`src/rtl/prg_upload.sv`:
```
// rtl/prg_upload.sv - PRG image uploader: zero-page pointer fetch, memory read, SPI slave shift-out
// Optional feature macro: UPLOAD_CHECKSUM_EN (appends an XOR trailer byte to the stream).

module prg_upload #(
   parameter logic [15:0] PTR_BASE    = 16'h002B,
   parameter logic [7:0]  PAD_BYTE    = 8'hFF,
   parameter int          SYNC_STAGES = 2
) (
   input  logic        clk_sys,
   input  logic        reset_n,
   input  logic        start,
   output logic        busy,
   output logic        done,
   output logic        underrun,
   output logic [15:0] upload_len,
   output logic        mem_rd,
   output logic [15:0] mem_addr,
   input  logic [7:0]  mem_data,
   input  logic        mem_ack,
   input  logic        sck,
   input  logic        ss,
   output logic        sdo
);

   typedef enum logic [2:0] {
      S_IDLE, S_PTR0, S_PTR1, S_PTR2, S_PTR3, S_STREAM, S_FLUSH
   } state_t;

`ifdef UPLOAD_CHECKSUM_EN
   localparam logic [16:0] TRAILER = 17'd1;
`else
   localparam logic [16:0] TRAILER = 17'd0;
`endif

   state_t state_q, state_d;

   logic [SYNC_STAGES-1:0] sck_sync_q, ss_sync_q;
   logic        sck_prev_q, ss_prev_q;
   logic        sck_s, ss_s, sck_rise, sck_fall, ss_rise, ss_fall;

   logic        mem_rd_q, rd_ptr_q;
   logic [15:0] mem_addr_q, rd_addr_q, upload_len_q, len_w;
   logic [7:0]  s_lo_q, s_hi_q, e_lo_q;
   logic [16:0] fill_idx_q, pos_q, total_q, data_end_q, pos_next;

   logic [7:0]  shift_q, cur_q, hold_q;
   logic        hold_vld_q;
   logic [3:0]  bit_cnt_q;
   logic        underrun_q, done_q;

   logic        ptr_ack, data_ack, enter_stream, in_stream;
   logic        byte_done, last_byte, last_done, pos_adv;
   logic        ptr_issue, data_issue, fetch;
   logic [1:0]  ptr_off;

`ifdef UPLOAD_CHECKSUM_EN
   logic [7:0]  csum_q;
   logic        csum_fill;
`endif

   assign sck_s    = sck_sync_q[SYNC_STAGES-1];
   assign ss_s     = ss_sync_q[SYNC_STAGES-1];
   assign sck_rise = sck_s & ~sck_prev_q;
   assign sck_fall = ~sck_s & sck_prev_q;
   assign ss_rise  = ss_s & ~ss_prev_q;
   assign ss_fall  = ~ss_s & ss_prev_q;

   assign ptr_ack      = mem_ack & mem_rd_q & rd_ptr_q;
   assign data_ack     = mem_ack & mem_rd_q & ~rd_ptr_q;
   assign enter_stream = (state_q == S_PTR3) & ptr_ack;
   assign in_stream    = (state_q == S_STREAM) | (state_q == S_FLUSH);
   // Pointers may straddle the top of memory, so the length is taken modulo 2^16.
   assign len_w        = {mem_data, e_lo_q} - {s_hi_q, s_lo_q};

   // A byte is finished at the sck fall after its 8th rise; an ss rise at that point also finishes it.
   assign byte_done = (bit_cnt_q == 4'd8) & (sck_fall | ss_rise);
   assign last_byte = (pos_q == total_q - 17'd1);
   assign last_done = in_stream & byte_done & last_byte;
   assign pos_adv   = in_stream & byte_done & ~last_byte;
   assign pos_next  = pos_q + {16'd0, pos_adv};

   assign done       = done_q;
   assign underrun   = underrun_q;
   assign upload_len = upload_len_q;
   assign mem_rd     = mem_rd_q;
   assign mem_addr   = mem_addr_q;
   assign sdo        = shift_q[7];

   // Bring the asynchronous SPI pins into the clk_sys domain and keep last values for edge detect.
   always_ff @(posedge clk_sys or negedge reset_n) begin
      if (!reset_n) begin
         sck_sync_q <= '0;
         ss_sync_q  <= '1;
         sck_prev_q <= 1'b0;
         ss_prev_q  <= 1'b1;
      end else begin
         sck_sync_q <= {sck_sync_q[SYNC_STAGES-2:0], sck};
         ss_sync_q  <= {ss_sync_q[SYNC_STAGES-2:0], ss};
         sck_prev_q <= sck_s;
         ss_prev_q  <= ss_s;
      end
   end

   // State register.
   always_ff @(posedge clk_sys or negedge reset_n) begin
      if (!reset_n) state_q <= S_IDLE;
      else          state_q <= state_d;
   end

   // Next-state: pointer fetch chain, streaming while bytes remain to fetch, flush until the last byte shifts.
   always_comb begin
      state_d = state_q;
      case (state_q)
         S_IDLE:   if (start)   state_d = S_PTR0;
         S_PTR0:   if (ptr_ack) state_d = S_PTR1;
         S_PTR1:   if (ptr_ack) state_d = S_PTR2;
         S_PTR2:   if (ptr_ack) state_d = S_PTR3;
         S_PTR3:   if (ptr_ack) state_d = S_STREAM;
         S_STREAM: begin
            if (last_done)                                 state_d = S_IDLE;
            else if ((fill_idx_q == total_q) && !mem_rd_q) state_d = S_FLUSH;
         end
         S_FLUSH:  if (last_done) state_d = S_IDLE;
         default:  state_d = S_IDLE;
      endcase
   end

   // Outputs and read requests decoded from the state.
   always_comb begin
      busy       = (state_q != S_IDLE);
      ptr_issue  = 1'b0;
      ptr_off    = 2'd0;
      case (state_q)
         S_PTR0: begin ptr_issue = ~mem_rd_q; ptr_off = 2'd0; end
         S_PTR1: begin ptr_issue = ~mem_rd_q; ptr_off = 2'd1; end
         S_PTR2: begin ptr_issue = ~mem_rd_q; ptr_off = 2'd2; end
         S_PTR3: begin ptr_issue = ~mem_rd_q; ptr_off = 2'd3; end
         default: ;
      endcase
      fetch      = (state_q == S_STREAM) & ~hold_vld_q & (fill_idx_q < total_q);
      data_issue = fetch & (fill_idx_q < data_end_q) & ~mem_rd_q;
`ifdef UPLOAD_CHECKSUM_EN
      csum_fill  = fetch & (fill_idx_q >= data_end_q);
`endif
   end

   // Memory side: one request at a time, pointer capture, stream setup and fetch bookkeeping.
   always_ff @(posedge clk_sys or negedge reset_n) begin
      if (!reset_n) begin
         mem_rd_q     <= 1'b0;
         rd_ptr_q     <= 1'b0;
         mem_addr_q   <= '0;
         s_lo_q       <= '0;
         s_hi_q       <= '0;
         e_lo_q       <= '0;
         rd_addr_q    <= '0;
         fill_idx_q   <= '0;
         total_q      <= '0;
         data_end_q   <= '0;
         upload_len_q <= '0;
      end else begin
         if (mem_rd_q && mem_ack) begin
            mem_rd_q <= 1'b0;
         end else if (ptr_issue) begin
            mem_rd_q   <= 1'b1;
            rd_ptr_q   <= 1'b1;
            mem_addr_q <= PTR_BASE + {14'd0, ptr_off};
         end else if (data_issue) begin
            mem_rd_q   <= 1'b1;
            rd_ptr_q   <= 1'b0;
            mem_addr_q <= rd_addr_q;
         end
         if (ptr_ack) begin
            case (state_q)
               S_PTR0:  s_lo_q <= mem_data;
               S_PTR1:  s_hi_q <= mem_data;
               S_PTR2:  e_lo_q <= mem_data;
               default: ;
            endcase
         end
         if (enter_stream) begin
            rd_addr_q    <= {s_hi_q, s_lo_q};
            fill_idx_q   <= 17'd2;
            data_end_q   <= {1'b0, len_w} + 17'd2;
            total_q      <= {1'b0, len_w} + 17'd2 + TRAILER;
            upload_len_q <= len_w + 16'd2 + TRAILER[15:0];
         end else if (data_ack && in_stream) begin
            rd_addr_q  <= rd_addr_q + 16'd1;
            fill_idx_q <= fill_idx_q + 17'd1;
         end
`ifdef UPLOAD_CHECKSUM_EN
         else if (csum_fill) begin
            fill_idx_q <= fill_idx_q + 17'd1;
         end
`endif
      end
   end

   // SPI side: shift register, one-byte holding register, stream position, underrun and done.
   always_ff @(posedge clk_sys or negedge reset_n) begin
      if (!reset_n) begin
         shift_q    <= PAD_BYTE;
         cur_q      <= PAD_BYTE;
         hold_q     <= '0;
         hold_vld_q <= 1'b0;
         bit_cnt_q  <= '0;
         pos_q      <= '0;
         underrun_q <= 1'b0;
         done_q     <= 1'b0;
`ifdef UPLOAD_CHECKSUM_EN
         csum_q     <= '0;
`endif
      end else begin
         done_q <= 1'b0;
         if ((state_q == S_IDLE) && start) underrun_q <= 1'b0;
         if (enter_stream) begin
            // Header bytes come from the captured pointer, no memory access.
            shift_q    <= s_lo_q;
            cur_q      <= s_lo_q;
            hold_q     <= s_hi_q;
            hold_vld_q <= 1'b1;
            bit_cnt_q  <= '0;
            pos_q      <= '0;
`ifdef UPLOAD_CHECKSUM_EN
            csum_q     <= s_lo_q;
`endif
         end else begin
            if (byte_done) begin
               bit_cnt_q <= '0;
               if (last_done) begin
                  shift_q <= PAD_BYTE;
                  cur_q   <= PAD_BYTE;
                  done_q  <= 1'b1;
               end else if (in_stream) begin
                  pos_q <= pos_q + 17'd1;
                  if (hold_vld_q) begin
                     shift_q    <= hold_q;
                     cur_q      <= hold_q;
                     hold_vld_q <= 1'b0;
`ifdef UPLOAD_CHECKSUM_EN
                     csum_q     <= csum_q ^ hold_q;
`endif
                  end else begin
                     shift_q    <= 8'h00;
                     cur_q      <= 8'h00;
                     underrun_q <= 1'b1;
                  end
               end else begin
                  shift_q <= PAD_BYTE;
                  cur_q   <= PAD_BYTE;
               end
            end else if (ss_rise || ss_fall) begin
               // Select change mid-byte: restart the current byte from its MSB.
               shift_q   <= cur_q;
               bit_cnt_q <= '0;
            end else if (!ss_s) begin
               if (sck_rise && (bit_cnt_q != 4'd8)) bit_cnt_q <= bit_cnt_q + 4'd1;
               if (sck_fall && (bit_cnt_q != 4'd0)) shift_q <= {shift_q[6:0], 1'b0};
            end
            // A byte whose slot was already passed by an underrun is discarded.
            if (data_ack && in_stream && (fill_idx_q > pos_next)) begin
               hold_q     <= mem_data;
               hold_vld_q <= 1'b1;
            end
`ifdef UPLOAD_CHECKSUM_EN
            if (csum_fill && (fill_idx_q > pos_next)) begin
               hold_q     <= csum_q;
               hold_vld_q <= 1'b1;
            end
`endif
         end
      end
   end

endmodule

```
`config.mk`:
```
export PLATFORM = sky130hd
export DESIGN_NAME = prg_upload
export DESIGN_NICKNAME = d
export VERILOG_FILES = /design/src/rtl/prg_upload.sv
export SDC_FILE = /design/constraint.sdc
export NUM_CORES = 1
export LEC_CHECK = 0
export CAP_MARGIN = 20
export CORE_MARGIN = 4
export CORE_UTILIZATION = 45
export DETAILED_ROUTE_END_ITERATION = 16
export SLEW_MARGIN = 20
export SYNTH_ARGS = -nofsm -noshare
export SYNTH_HDL_FRONTEND = slang
export SYNTH_SLANG_ARGS = --single-unit
```
`constraint.sdc`:
```
create_clock -name clk_sys -period 5.2 [get_ports clk_sys]
set_clock_uncertainty 0.05 [all_clocks]
set_input_delay 0.78 -clock clk_sys [delete_from_list [all_inputs] [get_ports clk_sys]]
set_output_delay 0.78 -clock clk_sys [all_outputs]
set_load 0.005 [all_outputs]
```
## After elaboration in Yosys (flattened, before gate mapping)

Cells that the tools add are included.

| operators by class | value |
|---|---|
| add/sub/neg operators | 10 |
| order comparisons | 2 |
| equal/unequal tests | 20 |
| muxes and demuxes | 57 |
| bitwise operators | 27 |
| reduce and logical (&&, ||, !) cells | 32 |

Operators by type and width:

| cell | count |
|---|---|
| 2-to-1 mux 17 bit | 6 |
| 2-to-1 mux 8 bit | 12 |
| 2-to-1 mux 16 bit | 4 |
| adder 17 x 1 -> 17 bit, second input constant | 2 |
| equality test 17 bit | 2 |
| 2-to-1 mux 3 bit | 8 |
| one-hot mux 3 bit (7 select lines) | 1 |
| 2-to-1 mux 1 bit | 20 |
| 2-to-1 mux 4 bit | 5 |
| adder 16 x 2 -> 17 bit, second input constant | 1 |
| adder 17 x 1 -> 17 bit | 1 |
| greater-than comparator 17 bit | 1 |
| less-than comparator 17 bit | 1 |
| subtractor 17 x 1 -> 17 bit, second input constant | 1 |
| adder 16 x 1 -> 16 bit, second input constant | 1 |
| adder 16 x 2 -> 16 bit, second input constant | 1 |
| bitwise AND 1 bit | 16 |
| subtractor 16 bit | 1 |
| != test 2 bit, second input constant | 7 |
| AND reduction 2 bit | 6 |
| nonzero test 3 bit | 4 |
| nonzero test 4 bit | 3 |
| nonzero test 2 bit | 5 |
| equality test 3 bit, second input constant | 3 |
| other kinds (18) | 36 |

| word-level totals | value |
|---|---|
| flip-flop bits (word level) | 165 |
| bits of input ports | 14 |
| output and inout port bits | 37 |
| word-level logic and storage cells | 171 |

## Logic depth before layout (Yosys ltp)

Gate-level depths: netlist (run 1).

| logic depth | value |
|---|---|
| depth after elaboration | 11 |
| gate-level depth with buffers | 24 |
| mapped depth without buffers | 22 |

## Worst setup path after synthesis (run 1)

No wires, ideal clock.

| timing path | value |
|---|---|
| kind | flip-flop to flip-flop |
| start | register, netlist name upload_len[0] |
| end | register hold_q[0] |
| setup time | 0.104 ns |
| arrival | 4.922 ns |
| required time | 5.046 ns |
| slack | 0.125 ns |
| cell stages (with the launch flop) | 25 |
| buffers on the path | 2 |
| clock period less this slack | 5.075 ns |
| cells stage by stage | dfrtp_1 > inv_1 > ha_1 > nor3b_4 > nand3_2 > o31a_1 > o22ai_2 > nor4_4 > a21oi_2 > buf_2 > ha_1 > ha_1 > nand3_1 > nor2_1 > nand2_1 > xor2_1 > ha_1 > nand4_1 > nor3_1 > nand4_1 > and2_1 > clkbuf_1 > nand2_1 > o221ai_1 > a221oi_1 |

RTL lines:

| element | RTL line | RTL |
|---|---|---|
| to (signal assigned) | 220 | `hold_q <= s_hi_q;` |
| to (signal assigned) | 262 | `hold_q <= mem_data;` |
| to (decl) | 46 | `logic [7:0] shift_q, cur_q, hold_q;` |

==> run metrics, run 1 <==
outcome=finished clean; Synth Instances=1,116; final net count=1,218; number of synthesized register bits=149; clock tree root buffer cell=clkbuf_16; Synth cell types=77; Post-Syn Area per Cell=approximately 9.0 µm²; DRC=0; Final Critical Period=4860 ps; H-tree Lvls=4; sw power=2780 µW; Startpoint Class=flip-flop; Tot GR Track Use=21.9%; Worst Path Class, Setup=flip-flop to flip-flop; Placer Congestion=between 0.8 and 0.9; Post-synth EDFFs=0; Clock Pin Slew Worst Setup and Hold Paths=70 ps; starting density of the core=between 40% and 50%; Max Cap Violations=0; critical path, cell by cell=inv_1 -> ha_1 -> nor3b_4 -> buf_4 -> a21oi_1 -> a31o_1 -> a31oi_2 -> nor4_4 -> a21oi_2 -> ha_2 -> ha_1 -> nand3_1 -> nor2_2 -> nand2_1 -> xor2_1 -> ha_1 -> nand4_1 -> nor3_2 -> nand4_1 -> and2_1 -> nand2_4 -> o221ai_1 -> a221oi_1; max-slew violations=0; Flop pwr share=30.1%; nature of the critical path endpoint=flip-flop; CTS tree=built; antenna-violating nets left=0; CTS sink cnt=149; largest net degree at the start of global routing=76; Comb pwr share=51.1%; final core utilization=a little over half; CP max stage cell=dfrtp_1; arrival time at the worst endpoint=slightly above 5000 ps; Ports=51; Worst IR Drop VDD=0.210 mV; number of global-route vias before repair=7,999; Post-Syn Area=0.0101 mm²; Final Hold Vio Count=0; leak pwr=0.00506 µW; total number of vias=8,272; Crit Path Max Fanout=8; Hold/Removal Path Class=primary input to asynchronous set/reset pin; max incr delay on CP=between 300 and 400 ps; GRT met3 Usage=3.16%; FMAX=0.206 GHz; die area=0.0248 mm²; sequential share of the synthesized area=between 30% and 40%; PnR worst setup slack=337 ps; Hold WS=283 ps; dpl ws=between 70 and 80 ps; Syn Nets=1,190; Clk pwr share=roughly a fifth; required time of the critical path=5470 ps; # port buffers=50; Worst-Skew Late Latency=430 ps; Die H=approximately 160 µm; Synth Flop Type=dfrtp_1; Setup Viol. Count Final=0; Synth area leaders=dfrtp_1 32%, ha_1 7.3%, dfstp_2 5.0%; switching share of power=43.2%; Post-Route WL=26,300 µm; # rows=54; Async SR Flop Fraction=100%; Critical Path Most Common Cell=ha_1; synth warn=0; share of cells above drive strength 1=13.1%; Top Usage Layer GRT=met2; CTS Buffer Depth=2; DR vias/cell=5.76; Final HPWL DP=19,600 µm; Diodes inserted=0; Int Pwr=between 3000 and 4000 µW; Pwr per Cell Area=563 mW/mm²; synthesis-to-layout area growth=13.4%; WL per Instance=18.3 µm; Detailed Route Iter0 Violations=465; actual slew at the worst max-slew pin=1040 ps; met2 GRT Util=between 30% and 40%; core area=0.0219 mm²; total grt overflow=0; largest area contributor in the netlist=dfrtp_1; Synth top area share=32.3%; DRT Pass-1 Iters=5; initial antenna violation count=0; hold_buf cts=0; met1 Usage GRT=28.9%; Inserted Clock Buffers=17; width of the die=~160 µm; final worst path period share=93.5%; max_slew headroom=approximately 30%; global-route wire length before repair=43,000 µm
## cells in the mapped netlist (5+ instances only)
cell and number:
a211oi_1 7, a21o_1 19, a21oi_1 38, a221oi_1 9, a31oi_1 10, a41oi_2 5
and2_1 7, and3_1 23, buf_1 5, buf_2 5, buf_4 16, clkbuf_1 39
dfrtp_1 130, dfstp_2 19, ha_1 59, inv_1 68, mux2_2 35, mux2i_1 19
nand2_1 132, nand2b_1 12, nand3_1 33, nand3b_1 6, nand4_1 27, nor2_1 94
nor2b_1 8, nor3_1 27, nor4_1 6, o211a_1 8, o211ai_1 8, o21a_1 10
o21ai_0 53, o21ai_1 5, o221ai_1 10, or3_1 9, xnor2_1 42, xor2_1 38
## cells in the final DEF, fill, tap and decap left out, types with 4 or more instances in the layout
cell / count
a21oi_1: 38
o211ai_1: 8
nor4_1: 6
xor2_1: 38
a221oi_1: 8
or3_1: 9
nand4_1: 27
xnor2_1: 42
dfstp_2: 19
nand2b_1: 12
ha_1: 58
a31oi_1: 9
mux2i_1: 19
o21a_1: 10
o221ai_1: 10
nand3b_1: 6
nand3_1: 32
nor4_4: 4
nor2b_1: 8
inv_1: 68
a22oi_1: 4
nor2_1: 93
inv_6: 4
buf_4: 24
a211oi_1: 7
clkinv_4: 4
nand2_1: 130
dfrtp_1: 130
o21ai_0: 53
clkdlybuf4s50_1: 49
a21o_1: 19
nor3_1: 26
a41oi_2: 6
and3_1: 22
mux2_2: 35
clkbuf_16: 17
o211a_1: 8
and2_1: 7
## kinds of logic after synthesis
family / after synthesis / share of synthesized area (%)
muxes: 54 / 5.81
adders and majority gates: 60 / 7.54
AOI/OAI and AO/OA: 232 / 16.5
xor gates and xnor gates: 80 / 6.96
DFF: 149 / 37.3
buffers and inverters: 133 / 5.62
and+or+nand+nor: 408 / 20.3
## state kept, by name (all words and copies together) (netlist names), 3 cells and up
register / cells
bit_cnt_q: 4
cur_q: 8
e_lo_q: 8
fill_idx_q: 17
hold_q: 8
mem_addr: 16
pos_q: 17
rd_addr_q: 16
s_hi_q: 8
s_lo_q: 8
shift_q: 8
state_q: 3
upload_len: 15
## layer usage
layer  vias to the layer above  routed length, µm
li1                       4024                  -
met1                      4033              11700
met2                       166              12900
met3                        49                899
met4                         0                855
met5                         -                  0
## timing repair
item	CTS	global route
hold endpoints to repair	0	0
buffers inserted	0	4
setup endpoints to repair	0	9
gates resized for setup	0	10
## critical path: cells and delay by family, from the launching register on
kind	cells	cell delay, ps
AO/OA/AOI/OAI	6	1130
adder cells (fa/ha/maj)	4	930
AND/OR/NAND/NOR	10	1850
flip-flops	1	370
buffers and inverters	2	280
XOR/XNOR	1	140
## through the flow
stage          setup TNS [ps]  power (µW)  cells  cell area (µm²)
6_report                    0        6420   1437            11400
4_1_cts                     0        6400   1433            11300
3_3_place_gp                0        5130   1401            10800
2_1_floorplan               0        4210   1116            10100
5_1_grt                 -95.4        6920   1437            11400
3_5_place_dp                0        5170   1401            10800
## power by group through the flow
| stage | Combinational (µW) | Clock, µW | Sequential, µW |
|---|---|---|---|
| 2_1_floorplan | 2420 | 0 | 1790 |
| 3_3_place_gp | 3190 | 0 | 1950 |
| 3_5_place_dp | 3210 | 0 | 1950 |
| 4_1_cts | 3230 | 1230 | 1930 |
| 5_1_grt | 3650 | 1280 | 1990 |
| 6_report | 3280 | 1210 | 1930 |
## worst paths after layout
kind / startpoint / endpoint / slack, ps / cells past startpoint
max: upload_len[1] / hold_q[2] / 340 / 23
min: reset_n / upload_len[3] / 280 / 1
max reg2reg: upload_len[1] / hold_q[2] / 340 / 23
min reg2reg: sck_sync_q[0] / sck_sync_q[1] / 300 / 0
max in group asynchronous: reset_n / rd_ptr_q / 3710 / 2
min in group clk_sys: sck_sync_q[0] / sck_sync_q[1] / 300 / 0
## final cells by class
type                    instances  area, µm²
fillers                      2070      10500
multi-input cells             834       5800
flip-flops and latches        149       3750
repair buffers                 74        682
clock buffers                  20        457
well taps                     280        350
inverters                      68        255
clock inverters                12        111
Note: power is estimated with default switching activity, not from simulation.
==> run 2: changes to the inputs <==
--- a/config.mk
+++ b/config.mk
@@ -5,6 +5,7 @@
 export SDC_FILE = /design/constraint.sdc
 export NUM_CORES = 1
 export LEC_CHECK = 0
+export ABC_AREA = 1
 export CAP_MARGIN = 20
 export CORE_MARGIN = 4
 export CORE_UTILIZATION = 45
==> run 2 against run 1 <==
  * Non-clock buffer count fell by 16
  * Routed wire length grew 11%
  * Critical path depth grew 7
  * Critical path type unchanged
  * Highest routed layer unchanged
==> run metrics, run 2 <==
CTS tree=built (unchanged); nature of the critical path endpoint=flip-flop (unchanged); Startpoint Class=flip-flop (unchanged); Detailed Route Iter0 Violations=598 (was 465); Hold/Removal Path Class=flip-flop to flip-flop (was primary input to asynchronous set/reset pin); clock tree root buffer cell=clkbuf_16 (unchanged); FILL cells=2,160 (was 2,070); Worst Path Class, Setup=flip-flop to flip-flop (unchanged); synthesis-to-layout area growth=12.5% (was 13.4%); required time of the critical path=5470 ps (about the same); commonest cells after routing, fill and taps aside=359 x nand2_1, 180 x inv_1, 130 x dfrtp_1, 111 x nor2_1, 90 x o21ai_0 (was 130 x nand2_1, 130 x dfrtp_1, 93 x nor2_1, 68 x inv_1, 58 x ha_1); Synth cell types=51 (was 77); FMAX=0.214 GHz (was 0.206 GHz); placed inst area=0.0109 mm² (was 0.0108 mm²); Setup Viol. Count Final=0 (unchanged); Final Hold Vio Count=0 (unchanged); setup_tns=0 ps (unchanged); die area=0.0253 mm² (was 0.0248 mm²); Pwr per Cell Area=565 mW/mm² (was 563 mW/mm²); Post-synth EDFFs=0 (unchanged); # port buffers=50 (unchanged); Critical Path Most Common Cell=nand2_1 (was ha_1); Post-Layout Inst Area=0.0115 mm² (was 0.0114 mm²); starting density of the core=46.4% (was 46.0%); share of cells above drive strength 1=7.87% (was 13.1%); Final HPWL DP=22,300 µm (was 19,600 µm); DR vias/cell=5.34 (was 5.76); CTS sink cnt=149 (unchanged); H-tree Lvls=4 (unchanged); max-slew violations=0 (unchanged); antenna-violating nets left=0 (unchanged); actual slew at the worst max-slew pin=929 ps (was 1040 ps); # rows=54 (unchanged); total number of vias=9,165 (was 8,272); most frequent cell after synthesis=nand2_1 (unchanged); width of the die=159 µm (was 158 µm); Inserted Clock Buffers=17 (unchanged); placed instance count=1,684 (was 1,401); synth warn=0 (unchanged); Worst-Skew Late Latency=440 ps (was 430 ps); arrival time at the worst endpoint=4930 ps (was 5140 ps); Max Cap Violations=0 (unchanged); fin cells=1,716 (was 1,437); WL per Instance=17.1 µm (was 18.3 µm); CP max stage cell=dfrtp_1 (unchanged); unrepaired setup endpoints after global routing=no; CTS Buffer Depth=2 (unchanged); final worst path period share=89.7% (was 93.5%); DRT Pass-1 Iters=5 (unchanged); Synth top cells by count=360 x nand2_1, 181 x inv_1, 130 x dfrtp_1 (was 132 x nand2_1, 130 x dfrtp_1, 94 x nor2_1); Placer Congestion=0.931 (was 0.840); worst setup path start=upload_len[0] (was upload_len[1]); core area=0.0221 mm² (was 0.0219 mm²); Post-Syn Area per Cell=7.37 µm² (was 9.02 µm²); hold_buf cts=0 (unchanged); largest net degree at the start of global routing=108 (was 76); R2R Path Start=upload_len[0] (was upload_len[1]); Synth Flop Type=dfrtp_1 (unchanged); largest area contributor in the netlist=dfrtp_1 (unchanged); Ports=51 (unchanged); Synth Instances=1,391 (was 1,116); sequential share of the synthesized area=36.6% (was 37.3%); outcome=finished clean (unchanged); Worst IR Drop VDD=0.246 mV (was 0.210 mV); Syn Nets=1,465 (was 1,190); min-delay src=sck_sync_q[0]; most common cell after layout, fill and taps aside=nand2_1; max incr delay on CP=400 ps (was 370 ps); Synth top area share=31.7% (was 32.3%); DRC=0 (unchanged); Final Critical Period=4670 ps (was 4860 ps); leak pwr=0.00554 µW (was 0.00506 µW); initial antenna violation count=0 (unchanged); global-route wire length before repair=47,200 µm (was 43,000 µm); total grt overflow=0 (unchanged); number of global-route vias before repair=8,811 (was 7,999); Diodes inserted=0 (unchanged); Post-Route WL=29,300 µm (was 26,300 µm); Async SR Flop Fraction=100% (unchanged); Clock Pin Slew Worst Setup and Hold Paths=80 ps (was 70 ps); Die H=159 µm (was 158 µm); Synth area leaders=dfrtp_1 32%, nand2_1 13%, ha_1 7.2% (was dfrtp_1 32%, ha_1 7.3%, dfstp_2 5.0%); max_slew headroom=37.8% (was 30.4%); largest registers=fill_idx_q (17), pos_q (17) (unchanged); number of synthesized register bits=149 (unchanged); Crit Path Max Fanout=14 (was 8); Post-Syn Area=0.0103 mm² (was 0.0101 mm²); Tot GR Track Use=23.2% (was 21.9%); final net count=1,497 (was 1,218)
-- run 2: cell types whose count changed after synthesis, moves of 15 or more --
cell | before | now
nand2_1 | 132 | 360
inv_1 | 68 | 181
nand3_1 | 33 | 86
o21ai_0 | 53 | 90
mux2_2 | 35 | 0
xnor2_1 | 42 | 7
clkbuf_1 | 39 | 15
a21oi_1 | 38 | 61
and3_1 | 23 | 0
mux2i_1 | 19 | 1
nor2_1 | 94 | 111
xor2_1 | 38 | 54
a21o_1 | 19 | 4
-- run 2: worst max-delay path, delay by kind of cell, from the launching register on --
kind,cells,cell delay (ps)
adders and majority gates,4,1050
DFF,1,400
and+or+nand+nor,18,1960
xor gates and xnor gates,2,360
AOI/OAI and AO/OA,1,170
buffers and inverters,5,560
-- run 2: stage by stage --
step                util, %  worst slack, ps  total power (µW)  hold WS [ps]
floorplan                 -              755              4270           281
global placement       49.4              226              5170           289
detailed placement     49.4             71.5              5210           287
CTS                    52.1             49.4              6530           305
global route           52.2             11.8              7080           316
finish                 52.2              533              6510           301
-- run 2: worst paths after layout --
kind | end | slack [ps] | cells past startpoint
worst max-delay path | hold_q[1] | 530 | 30
worst min-delay path | sck_sync_q[1] | 300 | 0
worst max register to register | hold_q[1] | 530 | 30
worst min register to register | sck_sync_q[1] | 300 | 0
max in group asynchronous | cur_q[7] | 3530 | 2
min in group asynchronous | fill_idx_q[12] | 390 | 1
-- run 2: timing repair --
item,in CTS,in global routing
setup endpoints to repair,0,9
gates resized for setup,0,7
buffers inserted,0,0
-- run 2: layer usage --
layer | part of all wire (%) | up-vias | GRT usage [%]
met3 | 4.3 | 39 | 3.26
li1 | - | 4636 | -
met1 | 46 | 4294 | 31.6
met4 | 2.0 | 0 | 6.27
met5 | 0 | - | 0
met2 | 48 | 196 | 38.9
-- run 2: final cells by class --
| cell class | instances | area, µm² | area share, % |
|---|---|---|---|
| clock inverters | 15 | 185 | 1.61 |
| inverters | 187 | 703 | 6.10 |
| flip-flops and latches | 149 | 3750 | 32.5 |
| well taps | 280 | 350 | 3.04 |
| repair buffers | 58 | 564 | 4.89 |
| clock buffers | 17 | 425 | 3.69 |
| multi-input cells | 1010 | 5560 | 48.2 |
-- run 2: power by group --
part | switching, µW | internal [µW]
combinational | 2020 | 1200
sequential | 433 | 1580
clock | 594 | 692
total | 3050 | 3460
-- run 2: logic make-up (layout without fill, tap and decap cells) --
group | count (synthesis) | after routing | synth area share [%]
DFF | 149 | 149 | 36.6
buffers and inverters | 232 | 277 | 9.37
muxes | 1 | 1 | 0.0976
AOI/OAI and AO/OA | 220 | 220 | 12.5
adders and majority gates | 60 | 60 | 7.39
and+or+nand+nor | 668 | 668 | 28.9
xor gates and xnor gates | 61 | 61 | 5.21
==> run 3: changes to the inputs <==
--- a/config.mk
+++ b/config.mk
@@ -9,8 +9,9 @@
 export CAP_MARGIN = 20
 export CORE_MARGIN = 4
 export CORE_UTILIZATION = 45
+export CTS_CLUSTER_DIAMETER = 80
 export DETAILED_ROUTE_END_ITERATION = 16
-export SLEW_MARGIN = 20
+export REMOVE_ABC_BUFFERS = 1
 export SYNTH_ARGS = -nofsm -noshare
 export SYNTH_HDL_FRONTEND = slang
 export SYNTH_SLANG_ARGS = --single-unit
==> run 3 against run 2 <==
  * Final cell count barely moved
  * Setup slack improved by 29 ps
  * Clock power barely moved
  * Critical path depth rose by 1
  * Non-clock buffer count fell by 2
  * Sequential power barely moved
  * Largest cell class unchanged
  * Maximum frequency rose by 0.63%
==> run metrics, run 3 (synthesis gave the netlist of run 2 again) <==
outcome=finished clean (unchanged); switching share of power=47.3% (was 46.8%); Placer Congestion=0.937 (was 0.931); final net count=1,496 (was 1,497); Final Critical Period=4640 ps (was 4670 ps); dpl ws=259 ps (was 71.5 ps); R2R setup slack=560 ps (was 530 ps); FMAX=0.216 GHz (was 0.214 GHz); Comb pwr share=49.0% (was 49.4%); Ports=51 (unchanged); Clk pwr share=19.8% (was 19.7%); max incr delay on CP=480 ps (was 400 ps); largest registers=fill_idx_q (17), pos_q (17) (unchanged); CP max stage cell=dfrtp_1 (unchanged); core area=0.0221 mm² (unchanged); unrepaired setup endpoints after global routing=no (unchanged); worst r2r dst=hold_q[1] (unchanged); WL per Instance=17.2 µm (was 17.1 µm); Pwr per Cell Area=563 mW/mm² (was 565 mW/mm²); Diodes inserted=0 (unchanged); CTS tree=built (unchanged); PnR worst setup slack=562 ps (was 533 ps); CTS sink cnt=149 (unchanged); total number of vias=9,281 (was 9,165); Final Hold Vio Count=0 (unchanged); share of cells above drive strength 1=7.80% (was 7.87%); Post-Layout Inst Area=0.0116 mm² (was 0.0115 mm²); final worst path period share=89.2% (was 89.7%); Setup Buffers After CTS=0 (unchanged); Reg2Reg Depth=31 (was 30); initial antenna violation count=0 (unchanged); Worst IR Drop VDD=0.273 mV (was 0.246 mV); starting density of the core=46.4% (unchanged); Hold/Removal Path Class=primary input to asynchronous set/reset pin (was flip-flop to flip-flop); width of the die=159 µm (unchanged); actual slew at the worst max-slew pin=994 ps (was 929 ps); arrival time at the worst endpoint=4900 ps (was 4930 ps); Setup Viol. Count Final=0 (unchanged); Startpoint Class=flip-flop (unchanged); largest net degree at the start of global routing=114 (was 108); antenna-violating nets left=0 (unchanged); Int Pwr=3430 µW (was 3460 µW); most common cell after layout, fill and taps aside=nand2_1 (unchanged); H-tree Lvls=4 (unchanged); Clock Pin Slew Worst Setup and Hold Paths=80 ps (about the same); DRC=0 (unchanged); Die H=159 µm (unchanged); die area=0.0253 mm² (unchanged); Critical Path Most Common Cell=nand2_1 (unchanged); sw power=3080 µW (was 3050 µW); Worst-Skew Late Latency=440 ps (about the same); synthesis-to-layout area growth=12.7% (was 12.5%); Crit Path Max Fanout=10 (was 14); setup_tns=0 ps (unchanged); max_slew headroom=33.5% (was 37.8%); Detailed Route Iter0 Violations=674 (was 598); number of global-route vias before repair=8,885 (was 8,811); placed inst area=0.0109 mm² (about the same); hold_buf cts=0 (unchanged); Worst Path Class, Setup=flip-flop to flip-flop (unchanged); Post-Route WL=29,500 µm (was 29,300 µm); total grt overflow=0 (unchanged); global-route wire length before repair=47,700 µm (was 47,200 µm); DRT Pass-1 Iters=5 (unchanged); # port buffers=50 (unchanged); CTS Buffer Depth=2 (unchanged); nature of the critical path endpoint=flip-flop (unchanged); clock tree root buffer cell=clkbuf_16 (unchanged); R2R Path Start=upload_len[3] (was upload_len[0]); Inserted Clock Buffers=17 (unchanged); Flop pwr share=31.2% (was 30.8%); DR vias/cell=5.41 (was 5.34); Final HPWL DP=22,400 µm (was 22,300 µm); Max Cap Violations=0 (unchanged); max-slew violations=0 (unchanged); leak pwr=0.00554 µW (about the same); Tot GR Track Use=23.3% (was 23.2%); commonest cells after routing, fill and taps aside=359 x nand2_1, 180 x inv_1, 130 x dfrtp_1, 111 x nor2_1, 90 x o21ai_0 (unchanged); # rows=54 (unchanged); required time of the critical path=5470 ps (about the same)
## run 3: power by group through the flow
stage	logic [µW]	clock network (µW)	registers, µW
global route	3640	1370	2080
floorplan	2280	0	1890
detailed placement	3170	0	2040
global placement	3140	0	2030
CTS	3190	1320	2020
finish	3190	1290	2030
## run 3: critical path, delay by kind of cell, from the launching register on
kind                       cells  cell delay (ps)
AOI/OAI and AO/OA              1              170
xor gates and xnor gates       1              140
adders and majority gates      3              710
buffers and inverters          4              330
DFF                            1              480
and+or+nand+nor               22             2640
## run 3: what timing repair did
item / in CTS / in global routing
gates resized for setup: 0 / 7
hold endpoints to repair: 0 / 0
setup endpoints to repair: 0 / 9
## run 3: how the worst max path moves through the flow
stage	start	cells past startpoint	endpoint
6_report	upload_len[3]	31	hold_q[1]
5_1_grt	upload_len[3]	30	hold_q[2]
4_1_cts	upload_len[0]	33	hold_q[5]
3_5_place_dp	upload_len[0]	33	hold_q[4]
3_3_place_gp	upload_len[0]	32	hold_q[5]
2_1_floorplan	upload_len[0]	30	hold_q[1]
## run 3: layout make-up
class                   instances  area (µm²)
fillers                      2197       10500
well taps                     280         350
inverters                     187         706
multi-input cells            1010        5560
clock inverters                15         191
clock buffers                  17         425
repair buffers                 56         567
repair inverters                1        7.51
flip-flops and latches        149        3750
## run 3: metal layers
layer  part of all wire (%)  track usage [%]  vias to the layer above  wire [µm]
li1                       -                -                     4629          -
met1                     45             30.7                     4394      13300
met2                     48             39.6                      204      14100
met3                    4.4             3.47                       54       1310
met4                    2.7             7.73                        0        809
met5                      0                0                        -          0
## run 3: stage by stage
stage               hold slack (ps)  power, µW  util (%)  cells
floorplan                       281       4170         -   1346
global placement                282       5170      49.3   1681
detailed placement              289       5210      49.3   1681
CTS                             310       6530      52.1   1713
global route                   78.4       7090      52.3   1715
finish                         93.5       6510      52.3   1715
